--- src/rtl/multicycle_control.sv ---
// Multi-cycle MIPS control FSM: sequences fetch/decode/execute/memory/writeback
// and decodes every datapath enable and mux select from the state register.
// Optional MULTICYCLE_JUMP_EN enables the j instruction (opcode 0x02) via JUMP.
//
// state     | meaning
// ----------+--------------------------------------------------------------
// FETCH     | read instruction at PC into IR, PC <= PC + 4
// DECODE    | read registers, branch target into ALUOut, dispatch on opcode
// MEM_ADR   | effective address A + sign-extended immediate
// MEM_READ  | load: read memory at ALUOut into MDR
// MEM_WB    | load: write MDR into rt
// MEM_WRITE | store: write B to memory at ALUOut
// EXECUTE   | R-type ALU operation on A and B
// ALU_WB    | R-type: write ALUOut into rd
// BRANCH    | beq/bne compare, PC <= ALUOut on taken branch
// IMM_EXEC  | addi/ori ALU operation on A and immediate
// IMM_WB    | addi/ori: write ALUOut into rt
// JUMP      | PC <= jump target

module multicycle_control (
    input  logic       clk,
    input  logic       reset,
    input  logic [5:0] opcode_i,
    input  logic       zero_i,
    output logic       pc_en_o,
    output logic       i_or_d_o,
    output logic       mem_read_o,
    output logic       mem_write_o,
    output logic       ir_write_o,
    output logic       reg_dst_o,
    output logic       mem_to_reg_o,
    output logic       reg_write_o,
    output logic       alu_src_a_o,
    output logic [1:0] alu_src_b_o,
    output logic [2:0] alu_op_o,
    output logic [1:0] pc_src_o,
    output logic       instr_done_o,
    output logic       illegal_o,
    output logic [3:0] state_o
);

    localparam logic [5:0] OP_RTYPE = 6'h00;
    localparam logic [5:0] OP_J     = 6'h02;
    localparam logic [5:0] OP_BEQ   = 6'h04;
    localparam logic [5:0] OP_BNE   = 6'h05;
    localparam logic [5:0] OP_ADDI  = 6'h08;
    localparam logic [5:0] OP_ORI   = 6'h0D;
    localparam logic [5:0] OP_LW    = 6'h23;
    localparam logic [5:0] OP_SW    = 6'h2B;

    localparam logic [2:0] ALU_ADD   = 3'b000;
    localparam logic [2:0] ALU_SUB   = 3'b001;
    localparam logic [2:0] ALU_FUNCT = 3'b010;
    localparam logic [2:0] ALU_OR    = 3'b011;

    typedef enum logic [3:0] {
        FETCH     = 4'd0,
        DECODE    = 4'd1,
        MEM_ADR   = 4'd2,
        MEM_READ  = 4'd3,
        MEM_WB    = 4'd4,
        MEM_WRITE = 4'd5,
        EXECUTE   = 4'd6,
        ALU_WB    = 4'd7,
        BRANCH    = 4'd8,
        IMM_EXEC  = 4'd9,
        IMM_WB    = 4'd10,
        JUMP      = 4'd11
    } state_t;

    state_t state;
    state_t state_nxt;
    logic   illegal_nxt;

    logic pc_write;
    logic branch_eq;
    logic branch_ne;
    logic mem_read;
    logic mem_write;
    logic ir_write;
    logic reg_write;
    logic done;

    always_ff @(posedge clk or posedge reset) begin
        if (reset) begin
            state     <= FETCH;
            illegal_o <= 1'b0;
        end else begin
            state     <= state_nxt;
            illegal_o <= illegal_nxt;
        end
    end

    always_comb begin
        state_nxt    = FETCH;
        illegal_nxt  = 1'b0;
        pc_write     = 1'b0;
        branch_eq    = 1'b0;
        branch_ne    = 1'b0;
        mem_read     = 1'b0;
        mem_write    = 1'b0;
        ir_write     = 1'b0;
        reg_write    = 1'b0;
        done         = 1'b0;
        i_or_d_o     = 1'b0;
        reg_dst_o    = 1'b0;
        mem_to_reg_o = 1'b0;
        alu_src_a_o  = 1'b0;
        alu_src_b_o  = 2'b00;
        alu_op_o     = ALU_ADD;
        pc_src_o     = 2'b00;

        case (state)
            FETCH: begin
                mem_read    = 1'b1;
                ir_write    = 1'b1;
                alu_src_b_o = 2'b01;
                pc_write    = 1'b1;
                state_nxt   = DECODE;
            end
            DECODE: begin
                alu_src_b_o = 2'b11;
                case (opcode_i)
                    OP_RTYPE:      state_nxt = EXECUTE;
                    OP_LW, OP_SW:  state_nxt = MEM_ADR;
                    OP_ADDI, OP_ORI: state_nxt = IMM_EXEC;
                    OP_BEQ, OP_BNE: state_nxt = BRANCH;
`ifdef MULTICYCLE_JUMP_EN
                    OP_J:          state_nxt = JUMP;
`else
                    OP_J: begin
                        state_nxt   = FETCH;
                        illegal_nxt = 1'b1;
                    end
`endif
                    default: begin
                        state_nxt   = FETCH;
                        illegal_nxt = 1'b1;
                    end
                endcase
            end
            MEM_ADR: begin
                alu_src_a_o = 1'b1;
                alu_src_b_o = 2'b10;
                if (opcode_i == OP_LW)
                    state_nxt = MEM_READ;
                else if (opcode_i == OP_SW)
                    state_nxt = MEM_WRITE;
                else
                    state_nxt = FETCH;
            end
            MEM_READ: begin
                mem_read  = 1'b1;
                i_or_d_o  = 1'b1;
                state_nxt = MEM_WB;
            end
            MEM_WB: begin
                reg_write    = 1'b1;
                mem_to_reg_o = 1'b1;
                done         = 1'b1;
            end
            MEM_WRITE: begin
                mem_write = 1'b1;
                i_or_d_o  = 1'b1;
                done      = 1'b1;
            end
            EXECUTE: begin
                alu_src_a_o = 1'b1;
                alu_op_o    = ALU_FUNCT;
                state_nxt   = ALU_WB;
            end
            ALU_WB: begin
                reg_write = 1'b1;
                reg_dst_o = 1'b1;
                done      = 1'b1;
            end
            IMM_EXEC: begin
                alu_src_a_o = 1'b1;
                alu_src_b_o = 2'b10;
                alu_op_o    = (opcode_i == OP_ORI) ? ALU_OR : ALU_ADD;
                state_nxt   = IMM_WB;
            end
            IMM_WB: begin
                reg_write = 1'b1;
                done      = 1'b1;
            end
            BRANCH: begin
                alu_src_a_o = 1'b1;
                alu_op_o    = ALU_SUB;
                pc_src_o    = 2'b01;
                branch_eq   = (opcode_i == OP_BEQ);
                branch_ne   = (opcode_i == OP_BNE);
                done        = 1'b1;
            end
`ifdef MULTICYCLE_JUMP_EN
            JUMP: begin
                pc_src_o = 2'b10;
                pc_write = 1'b1;
                done     = 1'b1;
            end
`else
            JUMP: begin
                state_nxt = FETCH;
            end
`endif
            // codes 12-15: all strobes stay at their zero defaults
            default: state_nxt = FETCH;
        endcase
    end

    // Strobes are gated by reset so an aborted instruction can never write.
    assign pc_en_o      = ~reset & (pc_write | (branch_eq & zero_i) | (branch_ne & ~zero_i));
    assign mem_read_o   = ~reset & mem_read;
    assign mem_write_o  = ~reset & mem_write;
    assign ir_write_o   = ~reset & ir_write;
    assign reg_write_o  = ~reset & reg_write;
    assign instr_done_o = ~reset & done;
    assign state_o      = state;

endmodule

--- config.mk ---
export PLATFORM = sky130hd
export DESIGN_NAME = multicycle_control
export DESIGN_NICKNAME = d
export VERILOG_FILES = /design/src/rtl/multicycle_control.sv
export SDC_FILE = /design/constraint.sdc
export NUM_CORES = 1
export LEC_CHECK = 0
export ABC_AREA = 0
export BUFFER_PORTS_ARGS = -buffer_cell sky130_fd_sc_hd__buf_2
export CAP_MARGIN = 20
export CELL_PAD_IN_SITES_DETAIL_PLACEMENT = 1
export CELL_PAD_IN_SITES_GLOBAL_PLACEMENT = 2
export CORE_MARGIN = 1
export CORE_UTILIZATION = 19
export DETAILED_ROUTE_END_ITERATION = 8
export PLACE_DENSITY_LB_ADDON = 0.15
export SYNTH_ARGS = -nofsm -noshare
export SYNTH_HDL_FRONTEND = slang
export SYNTH_SLANG_ARGS = --single-unit
--- constraint.sdc ---
create_clock -name clk -period 1.5 [get_ports clk]
set_input_delay 0.15 -clock clk [delete_from_list [all_inputs] [get_ports clk]]
set_output_delay 0.15 -clock clk [all_outputs]
set_load 0.02 [all_outputs]
=== Word level (Yosys, flattened, before mapping) ===
Index checks and enable logic that the tools add are counted.

* Add/subtract/negate cells: 0
* Bitwise gates (word level): 12
* Shifts and indexed selects: 0
* Order comparisons: 0
* Mux-type cells: 21
* $mul: 0
* Equality and inequality tests: 16
* Div/mod/pow operators: 0
* Reductions and logical operators: 12

{| class="wikitable"
|+ Operators by type and width
! kind !! number
|-
| $pmux W4 S6 || 1
|-
| $eq A4 B3 Y1 const B || 4
|-
| $pmux W4 S4 || 1
|-
| $mux W1 || 14
|-
| $eq A4 B4 Y1 const B || 3
|-
| $eq A6 B3 Y1 const B || 2
|-
| $eq A6 B4 Y1 const B || 2
|-
| $eq A6 B6 Y1 const B || 2
|-
| $pmux W2 S3 || 2
|-
| $reduce_or A2 Y1 || 6
|-
| $and A1 B1 Y1 || 8
|-
| $eq A4 B2 Y1 const B || 2
|-
| $reduce_or A7 Y1 || 1
|-
| $logic_not A6 Y1 || 1
|-
| $mux W3 || 2
|-
| $reduce_or A5 Y1 || 1
|-
| $eq A4 B1 Y1 const B || 1
|-
| $logic_not A4 Y1 || 1
|-
| $reduce_or A4 Y1 || 1
|-
| $reduce_or A3 Y1 || 1
|-
| $mux W2 || 1
|-
| $not A1 Y1 || 2
|-
| $or A1 B1 Y1 || 2
|}

* Input port bits: 9
* Latch bits: 0
* Flip-flop bits (word level): 5
* ROM bits: 0
* Bits in writable memories: 0
* Memories: 0

=== Logic depth before layout (Yosys ltp) ===
* Depth after elaboration: 6
* Mapped depth: 5
* Depth with buffers taken out: 4

=== Least setup slack after synthesis ===
Ideal clock, no wire load.

* Path kind: reg2out
* Start point: register state[2] (netlist: state_o[2])
* End point: output port mem_read_o
* Data required time: 1.350 ns
* Setup slack: -0.265 ns
* Stages on the path, launching flop included: 4
* Arrival time: 1.615 ns
* Path buffers: 1
* Cell sequence: dfrtp_1 -> buf_2 -> or2_4 -> nor4b_1

* Cells in the longest elaborated chain, start to end: 4

{| class="wikitable"
|+ Ends and longest elaborated chain
! what !! RTL line !! source
|-
| start: declaration || 71 || <nowiki>state_t state;</nowiki>
|-
| start signal: assignment || 89 || <nowiki>state <= state_nxt;</nowiki>
|-
| $eq A4 B2 Y1 / $logic_not A4 Y1 (equally long branches) || 113 || <nowiki>case (state)</nowiki>
|-
| $reduce_or A2 Y1 (no line) (*) || -- ||
|-
| $mux W1 (*) || 113 ||
|-
| $and A1 B1 Y1 (*) || 213 || <nowiki>assign mem_read_o = ~reset & mem_read;</nowiki>
|-
| end: declaration || 27 || <nowiki>output logic mem_read_o,</nowiki>
|}

Every way passes the cells marked *; elsewhere a longest branch is shown, timed or not.

=== Worst setup path in the final report ===
Same ends and word-level chain as after synthesis.

==> results.sh <==
export IMPL_status="complete, but fails checks"
export IMPL_violations="negative setup slack"
export IMPL_synth_common_cells="10 x nor2_1, 6 x nor3_1, 5 x a21oi_1, 5 x dfrtp_1, 5 x nand2b_1"
export IMPL_maxCapViolations=0
export IMPL_critical_path_arrival_ns=1.37
export IMPL_syn_area_um2=551
export IMPL_dieHeight_um=55.8
export IMPL_max_stage_delay_ns=0.44
export IMPL_cp_slowest_cell="dfrtp_2"
export IMPL_clkSinkCount=5
export IMPL_final_core_util=0.370
export IMPL_h_tree_depth=1
export IMPL_rsz0062_at_grt="yes"
export IMPL_timing_final_ws_setup_ns=-0.0201
export IMPL_vdd_drop_max_mv=0.542
export IMPL_dp_hpwl_mm=1.53
export IMPL_grt_pass1_vias=723
export IMPL_nets=131
export IMPL_fillers=328
export IMPL_power_density_mw_per_mm2=1310
export IMPL_drive_gt1_frac=0.595
export IMPL_grtUsageTotal=0.132
export IMPL_path_cells="or2_4, nor4b_4, buf_4"
export IMPL_cts_buffers=3
export IMPL_cp_top_family="simple AND/OR/NAND/NOR gates"
export IMPL_postLayoutCellArea_mm2=0.00102
export IMPL_synth_seq_area_share=0.227
export IMPL_grt_pass1_wl_mm=3.19
export IMPL_clock_latency_ns=0.24
export IMPL_yosysMostFrequentCell="nor2_1"
export IMPL_cts_tree="done"
export IMPL_initial_core_util=0.200
export IMPL_yosys_area_top_type="dfrtp_1"
export IMPL_synth_area_per_cell_um2=7.15
export IMPL_leakage_nw=0.486
export IMPL_port_buffers=28
export IMPL_hold_path_class="input port to flop"
export IMPL_path_max_fanout=6
export IMPL_vias=711
export IMPL_boundaryPins=31
export IMPL_grt_start_max_net_pins=8
export IMPL_slew_viol_final=0
export IMPL_ys_ff_latch=5
export IMPL_drc=0
export IMPL_first_pass_iters=4
export IMPL_routabilityCongestion=0.761
export IMPL_placedCellCount=140
export IMPL_die_area_mm2=0.00312
export IMPL_syn_inst=77
export IMPL_cts_root_buf="clkbuf_4"
export IMPL_synthTopCellsByArea="dfrtp_1 23%, nor2_1 6.8%, xnor2_1 6.4%"
export IMPL_place_area_um2=801
export IMPL_required_ns=1.35
export IMPL_synthFlopType="dfrtp_1"
export IMPL_synth_top_area_frac=0.227
export IMPL_setup_violations=1
export IMPL_grt_overflow=0
export IMPL_synth_edf_count=0
export IMPL_async_reset_ff_frac=1.00
export IMPL_max_freq_mhz=658
export IMPL_clk_path_buf_depth=2
export IMPL_path_class="flop to primary output"
export IMPL_core_area_mm2=0.00276
export IMPL_cp_start_kind="flop"
export IMPL_ys_types=35
export IMPL_drt_iter0_drc=5
export IMPL_n_antenna_cell=0
export IMPL_hold_violations=0
export IMPL_routed_wl_mm=1.99
export IMPL_finClkSkew_ns=0.00663
export IMPL_antenna_left=0
export IMPL_stdcell_count=152
export IMPL_fin_crit_ns=1.52
export IMPL_cp_end_kind="primary output"
export IMPL_viasPerCell=4.68
export IMPL_grt_antenna_before_repair=0
export IMPL_wl_per_cell_um=13.1
export IMPL_placementRows=19
export IMPL_clkTransAtPathRegs_ns=0.05
export IMPL_area_growth_pct=85.5
export IMPL_crit_buf_inv=1
export IMPL_timing_final_crit_share=1.01
export IMPL_die_x_um=55.8
export IMPL_yosysWarnings=0
## worst register-to-register path, delay by kind of cell, from the launching register on
family,cells,cell delay (ns)
DFF,1,0.44
AOI/OAI and AO/OA,1,0.16
and+or+nand+nor,3,0.76
## metal layers
metal  up-vias  track usage  share of wire
li1        353            -              -
met1       339        0.153           0.42
met2        17        0.241           0.54
met3         2      0.00930          0.030
met4         0       0.0732         0.0095
met5         -            0              0
## timing repair
action / in CTS / in global routing
endpoints found under the setup margin: 11 / 14
hold endpoints to repair: 5 / 0
resized for setup: 25 / 10
pin swaps: 4 / 1
setup buffers: 7 / 0
hold buffers: 1 / 0
## layout by cell type (no fill, tap or decap), types with 2 or more instances in the layout
master	netlist	layout
a21oi_1	5	3
a21oi_2	0	2
and3_1	2	2
buf_2	2	19
buf_4	2	20
buf_6	0	7
clkbuf_4	0	3
conb_1	1	2
dfrtp_2	0	4
inv_1	2	2
nand2_1	4	4
nand2b_4	0	4
nand3_1	2	2
nor2_1	10	9
nor3_1	6	3
nor3_2	0	3
nor4_2	0	2
or2_4	1	2
xnor2_1	4	4
## sequential cells by signal, indices dropped and copies added, names as in the netlist
| signal | cells |
|---|---|
| illegal_o | 1 |
| state_o | 4 |
## report_power, final
group / internal, W / switching, W / leakage, nW
clock network: 0.0000967 / 0.0000601 / 0.0177
logic: 0.000478 / 0.000493 / 0.408
registers: 0.000177 / 0.0000376 / 0.0596
total: 0.000751 / 0.000591 / 0.486
## layout make-up
class	count	area (um2)	share of cell area
multi-input combinational	63	483	0.473
tap	31	38.8	0.0380
timing repair buffer	47	334	0.327
inverter	2	7.51	0.00735
clock inverter	1	5.00	0.00490
clock buffer	3	22.5	0.0221
sequential	5	130	0.127
## through the flow
| stage | setup WS, ns | setup TNS, ns | power [W] | hold WS [ns] |
|---|---|---|---|---|
| final | -0.0201 | -0.0201 | 0.00134 | 0.246 |
| after global routing | -0.108 | -0.361 | 0.00143 | 0.278 |
| after CTS | -0.0343 | -0.0343 | 0.00133 | 0.242 |
| after detailed placement | -0.00761 | -0.00761 | 0.000969 | 0.159 |
| after global placement | 0.0570 | 0 | 0.000966 | 0.149 |
| after floorplan | -0.0265 | -0.0540 | 0.000667 | -0.0715 |
## final timing paths
| path | startpoint | endpoint | slack (ns) | cells past startpoint |
|---|---|---|---|---|
| min | opcode_i[3] | state_o[1] | 0.25 | 2 |
| max in group asynchronous | reset | state_o[1] | 0.85 | 3 |
| min in group asynchronous | reset | illegal_o | 0.45 | 3 |
| max reg2reg | state_o[2] | state_o[2] | 0.07 | 4 |
| max | state_o[2] | mem_read_o | -0.02 | 3 |
| min reg2reg | state_o[2] | state_o[0] | 0.78 | 2 |
## cell families (layout without fill, tap and decap cells)
family	Yosys count	in the layout	synth area share
and+or+nand+nor	42	42	0.423
AOI/OAI and AO/OA	14	14	0.177
buffers and inverters	10	53	0.0864
xor gates and xnor gates	5	5	0.0795
DFF	5	5	0.227
other	1	2	0.00681
Note: power is estimated with default switching activity, not from simulation.
